==> src/rtl/lsp_dequant_2400_pkg.sv <==
// codec2_lsp_pkg: shared constants for the 2400 b/s LSP dequantiser.
// Contents:
// - N, NUM_LSP, IDX_W : data width, LSPs per frame, packed index word width
// - CB_BITS, CB_OFF   : bits per codebook and each index's bit offset in the word
// - C_PI4000          : pi/4000 in Q0.32, the Hz -> radian scale factor
// - state_t           : dequantiser FSM states
// - lsp_index()       : extracts index k from the packed word, zero-extended to 4 bits
package codec2_lsp_pkg;

    localparam int unsigned N       = 32;
    localparam int unsigned NUM_LSP = 10;
    localparam int unsigned IDX_W   = 36;

    localparam int unsigned CB_BITS [NUM_LSP] = '{4, 4, 4, 4, 4, 4, 4, 3, 3, 2};
    localparam int unsigned CB_OFF  [NUM_LSP] = '{0, 4, 8, 12, 16, 20, 24, 28, 31, 34};

    localparam logic [31:0] C_PI4000 = 32'd3373259;

    typedef enum logic [2:0] {
        S_IDLE  = 3'd0,
        S_FETCH = 3'd1,
        S_MUL   = 3'd2,
        S_OUT   = 3'd3,
        S_DONE  = 3'd4
    } state_t;

    // The mask drops the bits of the following fields, which also
    // zero-extends the 3- and 2-bit indices.
    function automatic logic [3:0] lsp_index(input logic [IDX_W-1:0] w,
                                             input logic [3:0]       k);
        lsp_index = '0;
        for (int unsigned i = 0; i < NUM_LSP; i++) begin
            if (k == 4'(i)) begin
                lsp_index = 4'((w >> CB_OFF[i]) &
                               ((IDX_W'(1) << CB_BITS[i]) - IDX_W'(1)));
            end
        end
    endfunction

endpackage

==> src/rtl/lsp_dequant_2400_cb_rom.sv <==
// lsp_cb_rom: the ten scalar LSP codebooks of the 2400 b/s mode.
// Purely combinational. It sits beside lsp_dequant_2400 in the decoder top and
// answers its cb_sel/cb_addr request in the same cycle.
// Ports:
// - cb_sel  in  4   codebook 0..9
// - cb_addr in  4   entry address. Only the low 3/2 bits are used for the
//                   8- and 4-entry codebooks.
// - cb_data out 32  entry in Hz, Q15.16. Returns 0 for an unused codebook select.
module lsp_cb_rom
    import codec2_lsp_pkg::*;
(
    input  logic [3:0]   cb_sel,
    input  logic [3:0]   cb_addr,
    output logic [N-1:0] cb_data
);

    // Entries are whole Hz. They are scaled to Q15.16 on the way out.
    localparam int unsigned ROM_cb1 [16] = '{ 225,  250,  275,  300,  325,  350,  375,  400,
                                              425,  450,  475,  500,  525,  550,  575,  600};
    localparam int unsigned ROM_cb2 [16] = '{ 325,  350,  375,  400,  425,  450,  475,  500,
                                              525,  550,  575,  600,  625,  650,  675,  700};
    localparam int unsigned ROM_cb3 [16] = '{ 500,  550,  600,  650,  700,  750,  800,  850,
                                              900,  950, 1000, 1050, 1100, 1150, 1200, 1250};
    localparam int unsigned ROM_cb4 [16] = '{ 950, 1050, 1150, 1250, 1350, 1450, 1550, 1650,
                                             1750, 1850, 1950, 2050, 2150, 2250, 2350, 2450};
    localparam int unsigned ROM_cb5 [16] = '{1150, 1250, 1350, 1450, 1550, 1650, 1750, 1850,
                                             1950, 2050, 2150, 2250, 2350, 2450, 2550, 2650};
    localparam int unsigned ROM_cb6 [16] = '{1300, 1400, 1500, 1600, 1700, 1800, 1900, 2000,
                                             2100, 2200, 2300, 2400, 2500, 2600, 2700, 2800};
    localparam int unsigned ROM_cb7 [16] = '{1500, 1600, 1700, 1800, 1900, 2000, 2100, 2200,
                                             2300, 2400, 2500, 2600, 2700, 2800, 2900, 3000};
    localparam int unsigned ROM_cb8 [8]  = '{2300, 2400, 2500, 2600, 2700, 2800, 2900, 3000};
    localparam int unsigned ROM_cb9 [8]  = '{2500, 2600, 2700, 2800, 2900, 3000, 3100, 3200};
    localparam int unsigned ROM_cb10 [4] = '{2900, 3100, 3300, 3500};

    logic [31:0] hz;

    always_comb begin
        hz = '0;
        case (cb_sel)
            4'd0:    hz = ROM_cb1[cb_addr];
            4'd1:    hz = ROM_cb2[cb_addr];
            4'd2:    hz = ROM_cb3[cb_addr];
            4'd3:    hz = ROM_cb4[cb_addr];
            4'd4:    hz = ROM_cb5[cb_addr];
            4'd5:    hz = ROM_cb6[cb_addr];
            4'd6:    hz = ROM_cb7[cb_addr];
            4'd7:    hz = ROM_cb8[cb_addr[2:0]];
            4'd8:    hz = ROM_cb9[cb_addr[2:0]];
            4'd9:    hz = ROM_cb10[cb_addr[1:0]];
            default: hz = '0;
        endcase
    end

    assign cb_data = hz << 16;

endmodule

==> config.mk <==
export PLATFORM = sky130hd
export DESIGN_NAME = lsp_cb_rom
export DESIGN_NICKNAME = d
export VERILOG_FILES = /design/src/rtl/lsp_dequant_2400_pkg.sv /design/src/rtl/lsp_dequant_2400_cb_rom.sv
export SDC_FILE = /design/constraint.sdc
export NUM_CORES = 1
export LEC_CHECK = 0
export CORE_MARGIN = 1.5
export CORE_UTILIZATION = 35
export DETAILED_ROUTE_END_ITERATION = 12
export GPL_TIMING_DRIVEN = 0
export SLEW_MARGIN = 15
export SYNTH_ARGS = -nofsm -noshare
export SYNTH_HDL_FRONTEND = slang
export SYNTH_SLANG_ARGS = --single-unit
==> constraint.sdc <==
create_clock -name vclk -period 6.2
set_input_delay 0.62 -clock vclk [all_inputs]
set_output_delay 0.62 -clock vclk [all_outputs]
set_load 0.05 [all_outputs]
==> metrics.log, run 1 <==
INFO  metric netlist-cell-type-count = 63
INFO  metric vias_in_the_first_global_route = 1985
INFO  metric cts.hold.buffers_added = 0
INFO  metric place_congestion = 0.962
INFO  metric worstSetupEndpointType = output port
INFO  metric finalSetupTns = 0 ps
INFO  metric ctsResizeCount = 0
INFO  metric fin_total_pwr = approximately 0.21 mW
INFO  metric io-pin-count = 40
INFO  metric post_drt_via_cell_ratio = 6.11
INFO  metric largest_net_degree_at_the_start_of_global_routing = 11
INFO  metric fp.coreArea = 4850 sq um
INFO  metric worst_ep_arrival_time = 4450 ps
INFO  metric initialDrtViolationCount = 257
INFO  metric synth_area_per_cell = 6.59 sq um
INFO  metric io_buffer_count = 20
INFO  metric p_comb_frac = 1.000
INFO  metric synth_area_leaders = sky130_fd_sc_hd__buf_4 10%, sky130_fd_sc_hd__ha_1 7.7%, sky130_fd_sc_hd__a21oi_1 5.8%
INFO  metric critPathRequiredTime = 5580 ps
INFO  metric drt-wirelength-per-cell = 18.1 microns
INFO  metric clock_buffers = 0
INFO  metric holdCritPathClass = in -> out
INFO  metric final-setup-viol-count = 0
INFO  metric grt_setup_unrepaired = false
INFO  metric p_sw = 0.143 mW
INFO  metric area_delta_synth_final = 19.8%
INFO  metric finalHoldViolations = 0
INFO  metric worst_slew_margin_rel = 0.147
INFO  metric first_pass_grt_wire_length = around 11 mm
INFO  metric final_ws_setup = between 1000 and 1500 ps
INFO  metric power.clock.fraction = 0
INFO  metric initial_utilization = 0.371
INFO  metric num_antenna_cells = 0
INFO  metric finalCritPeriodShare = 0.817
INFO  metric globalRouteOverflowTotal = 0
INFO  metric globalRouteTotalUtil = 0.250
INFO  metric worstPathMaxFanout = 10
INFO  metric postLayoutCoreUtil = 0.444
INFO  metric antenna_found_initial = 0
INFO  metric drtPass1Iterations = 5
INFO  metric max_freq = 0.197 GHz
INFO  metric ir_worst_vdd = 0.0000400 V
INFO  metric place_hpwl = 5.10 mm
INFO  metric area.sequential = 0 sq um
INFO  metric slew_at_the_pin_closest_to_its_max_slew_limit = 1270 ps
INFO  metric wirelength = 6.85 mm
INFO  metric yosys_warnings = 0
INFO  metric pwrdens = 98.8 nW/um^2
INFO  metric pre_cts_slack = 1290 ps
INFO  metric power_report.internal_total = 0.0702 mW
INFO  metric synthDominantCellAreaShare = 0.104
INFO  metric ant_nets = 0
INFO  metric via_count = 2314
INFO  metric netlist_area = about 1800 sq um
INFO  metric drc = 0
INFO  metric period_minus_slack = roughly 5100 ps
INFO  metric max-cap-violations = 0
INFO  metric post-cts-setup-buffers = 0
INFO  metric drive_above_1_share = 0.147
INFO  metric worstSetupPathType = in -> out
INFO  metric nNetsFinal = roughly 330
INFO  metric yosysTopAreaCell = sky130_fd_sc_hd__buf_4
INFO  metric core.rowCount = 25
INFO  metric worst_setup_path_start_kind = primary input
INFO  metric fp.dieArea = 5580 sq um
INFO  metric outcome = complete, no violations
INFO  metric seq_cell_count = 0
INFO  metric p_sw_frac = 0.670
INFO  metric drv_slew = 0
INFO  metric height_of_the_die = about 75 microns
INFO  metric fin_hold_ws = 2830 ps
INFO  metric leakage = between 0.8 and 0.9 nW
INFO  metric synthesis.instances = 273
INFO  metric p_seq_frac = 0
INFO  metric n_fill_cell = between 500 and 600
INFO  metric dieWidth = 74.7 microns
INFO  metric synth_sequential_area_ratio = 0
-- layer usage --
| layer | vias up | share of wire | global-route usage |
|---|---|---|---|
| li1 | 1060 | - | - |
| met1 | 1059 | 0.41 | 0.369 |
| met2 | 171 | 0.45 | 0.378 |
| met3 | 24 | 0.12 | 0.0228 |
| met4 | 0 | 0.031 | 0.0909 |
| met5 | - | 0 | 0 |
-- synthesized netlist by cell type (2+ instances only) --
| library cell | n |
|---|---|
| sky130_fd_sc_hd__nor2b_1 | 7 |
| sky130_fd_sc_hd__a22oi_1 | 5 |
| sky130_fd_sc_hd__o22ai_1 | 4 |
| sky130_fd_sc_hd__nor3b_1 | 2 |
| sky130_fd_sc_hd__nand2b_1 | 15 |
| sky130_fd_sc_hd__nand4_1 | 4 |
| sky130_fd_sc_hd__a22o_1 | 2 |
| sky130_fd_sc_hd__nand3_1 | 13 |
| sky130_fd_sc_hd__clkbuf_1 | 3 |
| sky130_fd_sc_hd__nor3_1 | 9 |
| sky130_fd_sc_hd__o311ai_0 | 3 |
| sky130_fd_sc_hd__or4_1 | 2 |
| sky130_fd_sc_hd__xnor2_1 | 3 |
| sky130_fd_sc_hd__ha_1 | 11 |
| sky130_fd_sc_hd__buf_2 | 9 |
| sky130_fd_sc_hd__o32ai_1 | 3 |
| sky130_fd_sc_hd__nand3b_1 | 3 |
| sky130_fd_sc_hd__a31oi_1 | 2 |
| sky130_fd_sc_hd__o21ai_0 | 21 |
| sky130_fd_sc_hd__o211ai_1 | 8 |
| sky130_fd_sc_hd__inv_1 | 8 |
| sky130_fd_sc_hd__buf_6 | 3 |
| sky130_fd_sc_hd__and2_1 | 4 |
| sky130_fd_sc_hd__o21a_1 | 2 |
| sky130_fd_sc_hd__mux2i_1 | 3 |
| sky130_fd_sc_hd__buf_4 | 25 |
| sky130_fd_sc_hd__or3_1 | 2 |
| sky130_fd_sc_hd__o21ai_1 | 2 |
| sky130_fd_sc_hd__a2111oi_0 | 2 |
| sky130_fd_sc_hd__nor2_1 | 16 |
| sky130_fd_sc_hd__nand2_1 | 18 |
| sky130_fd_sc_hd__a221oi_1 | 4 |
| sky130_fd_sc_hd__a211oi_1 | 3 |
| sky130_fd_sc_hd__nor4_1 | 3 |
| sky130_fd_sc_hd__a21oi_1 | 21 |
-- final cells by class --
| cell class | instances | area, sq um | share of cell area |
|---|---|---|---|
| buffer | 43 | 302 | 0.140 |
| inverter | 8 | 30.0 | 0.0139 |
| multi-input combinational | 241 | 1540 | 0.714 |
| tap | 67 | 83.8 | 0.0389 |
| timing repair buffer | 20 | 200 | 0.0930 |
-- path summary, 6_finish.rpt --
check,start,endpoint,slack (ps),cells after the start
max,cb_addr[1],cb_data[24],1130,10
min,cb_sel[1],cb_data[18],2830,6
-- critical path, cell delays in order --
cell and delay (ps):
sky130_fd_sc_hd__clkdlybuf4s50_1 600, sky130_fd_sc_hd__clkbuf_2 290, sky130_fd_sc_hd__inv_1 220, sky130_fd_sc_hd__ha_1 450
sky130_fd_sc_hd__clkbuf_1 500, sky130_fd_sc_hd__a2111oi_0 210, sky130_fd_sc_hd__a221oi_1 350, sky130_fd_sc_hd__nand4_1 210
sky130_fd_sc_hd__a211o_1 290, sky130_fd_sc_hd__clkdlybuf4s50_1 700
-- through the flow --
step                instance area (sq um)  std cells
floorplan                            1870        292
global placement                     2150        379
detailed placement                   2150        379
CTS                                  2150        379
global route                         2150        379
finish                               2150        379
-- power by group through the flow --
| stage | combinational [mW] | clock, mW | sequential, mW |
|---|---|---|---|
| 2_1_floorplan | 0.155 | 0 | 0 |
| 3_3_place_gp | 0.209 | 0 | 0 |
| 3_5_place_dp | 0.208 | 0 | 0 |
| 4_1_cts | 0.208 | 0 | 0 |
| 5_1_grt | 0.225 | 0 | 0 |
| 6_report | 0.213 | 0 | 0 |
-- layout by cell type (no fill, tap or decap), types with 3 or more instances in the layout --
cell type                          n
sky130_fd_sc_hd__buf_6             3
sky130_fd_sc_hd__a211oi_1          3
sky130_fd_sc_hd__xnor2_1           3
sky130_fd_sc_hd__nand3_1          13
sky130_fd_sc_hd__nand2_1          18
sky130_fd_sc_hd__nand3b_1          3
sky130_fd_sc_hd__buf_4            25
sky130_fd_sc_hd__nand4_1           4
sky130_fd_sc_hd__inv_1             8
sky130_fd_sc_hd__o32ai_1           3
sky130_fd_sc_hd__and2_1            4
sky130_fd_sc_hd__a221oi_1          4
sky130_fd_sc_hd__mux2i_1           3
sky130_fd_sc_hd__nor2_1           16
sky130_fd_sc_hd__nand2b_1         15
sky130_fd_sc_hd__nor4_1            3
sky130_fd_sc_hd__nor2b_1           7
sky130_fd_sc_hd__clkbuf_1          3
sky130_fd_sc_hd__o311ai_0          3
sky130_fd_sc_hd__ha_1             11
sky130_fd_sc_hd__o211ai_1          8
sky130_fd_sc_hd__clkdlybuf4s50_1  20
sky130_fd_sc_hd__conb_1           20
sky130_fd_sc_hd__a21oi_1          21
sky130_fd_sc_hd__a22oi_1           5
sky130_fd_sc_hd__o21ai_0          21
sky130_fd_sc_hd__o22ai_1           4
sky130_fd_sc_hd__nor3_1            9
sky130_fd_sc_hd__buf_2             9
-- kinds of logic (layout without fill, tap and decap cells) --
group                    count (synthesis)  after routing  synth area share
AO/OA/AOI/OAI                           94             94             0.346
XOR/XNOR                                 5              5            0.0285
adder cells (fa/ha/maj)                 11             11            0.0765
buffers and inverters                   51             71             0.184
multiplexers                             4              4            0.0313
other                                    1             20           0.00209
AND/OR/NAND/NOR                        107            107             0.331
No activity file was read; power rests on OpenSTA's default activity.
==> run 2: changes to the inputs <==
Clock period 6.2 ns to 4.8 ns, I/O delays scaled along.
==> metrics.log, run 2 (synthesis results as in run 1) <==
INFO  metric outcome = complete, no violations
INFO  metric worst_setup_path_start_kind = primary input
INFO  metric grt_setup_unrepaired = false
INFO  metric finalHoldViolations = 0 (unchanged)
INFO  metric core.rowCount = 25 (unchanged)
INFO  metric area.sequential = 0 sq um (unchanged)
INFO  metric place_hpwl = 5.10 mm (unchanged)
INFO  metric antenna_found_initial = 0 (unchanged)
INFO  metric ctsResizeCount = 0 (unchanged)
INFO  metric layout.cells.most_common_list = 25 x sky130_fd_sc_hd__buf_4, 21 x sky130_fd_sc_hd__o21ai_0, 21 x sky130_fd_sc_hd__a21oi_1, 20 x sky130_fd_sc_hd__conb_1, 20 x sky130_fd_sc_hd__clkdlybuf4s50_1
INFO  metric period_minus_slack = 4480 ps
INFO  metric largest_net_degree_at_the_start_of_global_routing = 11 (unchanged)
INFO  metric fp.coreArea = 4850 sq um (unchanged)
INFO  metric post-cts-setup-buffers = 0 (unchanged)
INFO  metric postLayoutCoreUtil = 0.444 (about the same)
INFO  metric worstSetupEndpointType = output port
INFO  metric area_delta_synth_final = 19.8% (about the same)
INFO  metric fin_hold_ws = 2550 ps (-277 ps)
INFO  metric slew_at_the_pin_closest_to_its_max_slew_limit = 1240 ps (-33.6 ps)
INFO  metric ant_nets = 0 (unchanged)
INFO  metric seq_cell_count = 0 (unchanged)
INFO  metric io-pin-count = 40 (unchanged)
INFO  metric height_of_the_die = 74.7 microns (unchanged)
INFO  metric max_freq = 0.223 GHz
INFO  metric num_antenna_cells = 0 (unchanged)
INFO  metric max-cap-violations = 0 (unchanged)
INFO  metric final-setup-viol-count = 0 (unchanged)
INFO  metric cts.hold.buffers_added = 0 (unchanged)
INFO  metric critical_path.cell_chain = clkdlybuf4s50_1 > clkbuf_2 > inv_1 > ha_1 > clkbuf_2 > a2111oi_0 > a221oi_1 > nand4_1 > a211o_1 > clkdlybuf4s50_1
INFO  metric vias_in_the_first_global_route = 1985 (unchanged)
INFO  metric worst_ep_arrival_time = 4000 ps (-450 ps)
INFO  metric n_fill_cell = 512 (+0.39%)
INFO  metric drv_slew = 0 (unchanged)
INFO  metric drtPass1Iterations = 5 (unchanged)
INFO  metric io_buffer_count = 20 (unchanged)
INFO  metric ir_worst_vdd = 0.0000514 V (+29%)
INFO  metric globalRouteOverflowTotal = 0 (unchanged)
INFO  metric drc = 0 (unchanged)
INFO  metric globalRouteTotalUtil = 0.250 (unchanged)
INFO  metric final_ws_setup = 320 ps (-814 ps)
INFO  metric fp.dieArea = 5580 sq um (unchanged)
INFO  metric pre_cts_slack = 172 ps (-1120 ps)
INFO  metric first_pass_grt_wire_length = 10.6 mm (unchanged)
INFO  metric pwrdens = 127 nW/um^2 (+29%)
INFO  metric timing.critical_path.to = cb_data[24]
INFO  metric holdCritPathClass = in -> out
INFO  metric crit_start = cb_addr[1]
INFO  metric critPathRequiredTime = 4320 ps (-1260 ps)
INFO  metric initialDrtViolationCount = 287 (+12%)
INFO  metric multi_input_comb_area = 1540 sq um (unchanged)
INFO  metric drive_above_1_share = 0.151 (+0.00321)
INFO  metric clock_buffers = 0 (unchanged)
INFO  metric drt-wirelength-per-cell = 18.0 microns (-0.16%)
INFO  metric leakage = 0.865 nW (+0.34%)
INFO  metric worst_slew_margin_rel = 0.170 (+0.0226)
INFO  metric post_drt_via_cell_ratio = 6.16 (+0.91%)
INFO  metric place_congestion = 0.962 (unchanged)
INFO  metric crit_path_top_delay_cell = sky130_fd_sc_hd__clkdlybuf4s50_1
INFO  metric initial_utilization = 0.371 (unchanged)
INFO  metric dieWidth = 74.7 microns (unchanged)
INFO  metric finalSetupTns = 0 ps (unchanged)
INFO  metric layout.cells.most_common = sky130_fd_sc_hd__buf_4
INFO  metric via_count = 2335 (+0.91%)
INFO  metric slowest_stage_delay_cp = 700 ps (about the same)
INFO  metric worstSetupPathType = in -> out
INFO  metric finalCritPeriodShare = 0.933
INFO  metric wirelength = 6.84 mm (-0.16%)
INFO  metric nNetsFinal = 333 (unchanged)
INFO  metric worstPathMaxFanout = 10 (unchanged)
==> run 2: cell counts in the layout (fill, tap and decap cells not counted) <==
No cell type changed its count.
==> run 2: layer usage <==
| layer | part of all wire | up-vias | track usage |
|---|---|---|---|
| met3 | 0.13 | 22 | 0.0228 |
| met1 | 0.40 | 1055 | 0.369 |
| met4 | 0.032 | 0 | 0.0909 |
| met5 | 0 | - | 0 |
| met2 | 0.45 | 198 | 0.378 |
| li1 | - | 1060 | - |
==> run 2: final cells by class <==
class,count,share of cell area
inverters,8,0.0139
plain buffers,43,0.141
well taps,67,0.0389
multi-input cells,241,0.714
repair buffers,20,0.0929
==> run 2: worst max-delay path: cells and delay by family <==
family,cells,cell delay [ps]
buffers and inverters,5,2110
AOI/OAI and AO/OA,3,760
and+or+nand+nor,1,200
adders and majority gates,1,450
==> run 2: metrics by stage <==
| stage | power (mW) | area [sq um] | cells |
|---|---|---|---|
| 3_5_place_dp | 0.268 | 2150 | 379 |
| 3_3_place_gp | 0.270 | 2150 | 379 |
| 6_report | 0.275 | 2150 | 379 |
| 2_1_floorplan | 0.200 | 1870 | 292 |
| 4_1_cts | 0.269 | 2150 | 379 |
| 5_1_grt | 0.290 | 2150 | 379 |
==> run 2: power breakdown <==
part / internal, mW / switching [mW]
clock: 0 / 0
combinational: 0.0909 / 0.184
sequential: 0 / 0
==> run 2: worst min path at each step <==
stage,depth (start not counted),start,end,slack (ps)
floorplan,2,cb_addr[0],cb_data[16],1310
global placement,6,cb_sel[1],cb_data[18],2540
detailed placement,6,cb_sel[1],cb_data[18],2550
CTS,6,cb_sel[1],cb_data[18],2550
global route,6,cb_sel[1],cb_data[18],2640
finish,6,cb_sel[1],cb_data[18],2550
==> run 3: changes to the inputs <==
Settings changed: CORE_MARGIN 1.5 to 4, MAX_ROUTING_LAYER from default to met4.
==> metrics.log, run 3 (synthesis results as in run 1) <==
INFO  metric globalRouteTotalUtil = 0.222 (-0.0286)
INFO  metric postPlaceCellArea = 2150 sq um (unchanged)
INFO  metric antenna_found_initial = 0 (unchanged)
INFO  metric pre_cts_slack = 196 ps (+24.0 ps)
INFO  metric area.sequential = 0 sq um (unchanged)
INFO  metric post_drt_via_cell_ratio = 5.98 (-3.0%)
INFO  metric drt-wirelength-per-cell = 18.1 microns (+0.60%)
INFO  metric final_ws_setup = 267 ps (-53.2 ps)
INFO  metric critPathRequiredTime = 4320 ps (about the same)
INFO  metric drc = 0 (unchanged)
INFO  metric hp-start = cb_sel[1]
INFO  metric fin_area = 2150 sq um (unchanged)
INFO  metric seq_cell_count = 0 (unchanged)
INFO  metric clock_buffers = 0 (unchanged)
INFO  metric slowest_stage_delay_cp = 700 ps (about the same)
INFO  metric worstSetupEndpointType = output port
INFO  metric drive_above_1_share = 0.151 (unchanged)
INFO  metric layout.cells.most_common_list = 25 x sky130_fd_sc_hd__buf_4, 21 x sky130_fd_sc_hd__o21ai_0, 21 x sky130_fd_sc_hd__a21oi_1, 20 x sky130_fd_sc_hd__conb_1, 20 x sky130_fd_sc_hd__clkdlybuf4s50_1
INFO  metric place_hpwl = 5.18 mm (+1.6%)
INFO  metric slew_at_the_pin_closest_to_its_max_slew_limit = 1210 ps (-29.2 ps)
INFO  metric worst_ep_arrival_time = 4050 ps (+50 ps)
INFO  metric ant_nets = 0 (unchanged)
INFO  metric drtPass1Iterations = 5 (unchanged)
INFO  metric leakage = 0.865 nW (unchanged)
INFO  metric final-setup-viol-count = 0 (unchanged)
INFO  metric finalHoldViolations = 0 (unchanged)
INFO  metric fp.coreArea = 4850 sq um (unchanged)
INFO  metric period_minus_slack = 4530 ps (+53.2 ps)
INFO  metric fp.dieArea = 6350 sq um (+14%)
INFO  metric critical_path.cell_chain = clkdlybuf4s50_1 > clkbuf_2 > inv_1 > ha_1 > clkbuf_2 > a2111oi_0 > a221oi_1 > nand4_1 > a211o_1 > clkdlybuf4s50_1
INFO  metric layout.cells.most_common = sky130_fd_sc_hd__buf_4
INFO  metric worst_setup_path_start_kind = primary input
INFO  metric io-pin-count = 40 (unchanged)
INFO  metric worstSetupPathType = in -> out
INFO  metric core.rowCount = 25 (unchanged)
INFO  metric pwrdens = 127 nW/um^2 (-0.29%)
INFO  metric crit_path_top_delay_cell = sky130_fd_sc_hd__clkdlybuf4s50_1
INFO  metric max_freq = 0.221 GHz (-1.2%)
INFO  metric worstPathMaxFanout = 10 (unchanged)
INFO  metric largest_net_degree_at_the_start_of_global_routing = 11 (unchanged)
INFO  metric cts.hold.buffers_added = 0 (unchanged)
INFO  metric height_of_the_die = 79.7 microns (+6.7%)
INFO  metric io_buffer_count = 20 (unchanged)
INFO  metric area_delta_synth_final = 19.8% (unchanged)
INFO  metric num_antenna_cells = 0 (unchanged)
INFO  metric n_fill_cell = 539 (+5.3%)
INFO  metric vias_in_the_first_global_route = 2024 (+2.0%)
INFO  metric drv_slew = 0 (unchanged)
INFO  metric via_count = 2265 (-3.0%)
INFO  metric grt_setup_unrepaired = false
INFO  metric fin_total_pwr = 0.274 mW (-0.29%)
INFO  metric max-cap-violations = 0 (unchanged)
INFO  metric dieWidth = 79.7 microns (+6.7%)
INFO  metric initialDrtViolationCount = 387 (+35%)
INFO  metric wirelength = 6.88 mm (+0.60%)
INFO  metric holdPathEnd = cb_data[18]
INFO  metric place_congestion = 0.964 (+0.23%)
INFO  metric outcome = complete, no violations
INFO  metric initial_utilization = 0.371 (unchanged)
INFO  metric first_pass_grt_wire_length = 10.9 mm (+3.0%)
INFO  metric holdCritPathClass = in -> out
INFO  metric globalRouteOverflowTotal = 0 (unchanged)
INFO  metric finalSetupTns = 0 ps (unchanged)
INFO  metric multi_input_comb_area = 1540 sq um (unchanged)
INFO  metric nNetsFinal = 333 (unchanged)
INFO  metric worst_hold_path.num_cells = 6 (unchanged)
INFO  metric finalCritPeriodShare = 0.944 (+0.0111)
INFO  metric ir_worst_vdd = 0.0000522 V (+1.5%)
INFO  metric worst_slew_margin_rel = 0.190 (+0.0196)
==> run 3: stage by stage <==
stage	hold slack, ps	util	instances
2_1_floorplan	1310	-	292
3_3_place_gp	2550	0.444	379
3_5_place_dp	2560	0.444	379
4_1_cts	2570	0.444	379
5_1_grt	2610	0.444	379
6_report	2560	0.444	379
==> run 3: power by group <==
group	total [mW]	switching, mW	internal (mW)
Sequential	0	0	0
Clock	0	0	0
Combinational	0.274	0.183	0.0908
Total	0.274	0.183	0.0908
==> run 3: critical path: cells and delay by family <==
kind	cells	cell delay [ps]
fa+ha+maj	1	450
compound gates	3	800
simple gates	1	180
buf+inv	5	2130
==> run 3: how the worst max path moves through the flow <==
stage               startpoint          end  depth (start not counted)
detailed placement  cb_addr[1]  cb_data[24]                         10
CTS                 cb_addr[1]  cb_data[24]                         10
floorplan           cb_addr[1]  cb_data[17]                          6
global placement    cb_addr[1]  cb_data[24]                         10
global route        cb_addr[1]  cb_data[24]                         10
finish              cb_addr[1]  cb_data[24]                         10
==> run 3: area by class of cell <==
class / count / area share
plain buffers: 43 / 0.141
inverters: 8 / 0.0139
multi-input cells: 241 / 0.714
well taps: 67 / 0.0389
repair buffers: 20 / 0.0929
==> run 3: routing by layer <==
metal  wire, microns  up-vias  GRT usage
met5               0        -          -
met4             269        0     0.0842
met3             756       30    0.00564
met2            2990      169      0.320
met1            2870     1006      0.325
li1                -     1060          -
==> run 3: repair_timing <==
item / 4_1_cts / 5_1_grt
gates resized for setup: 0 / 2
endpoints found under the setup margin: 0 / 1
buffers inserted: 0 / 0
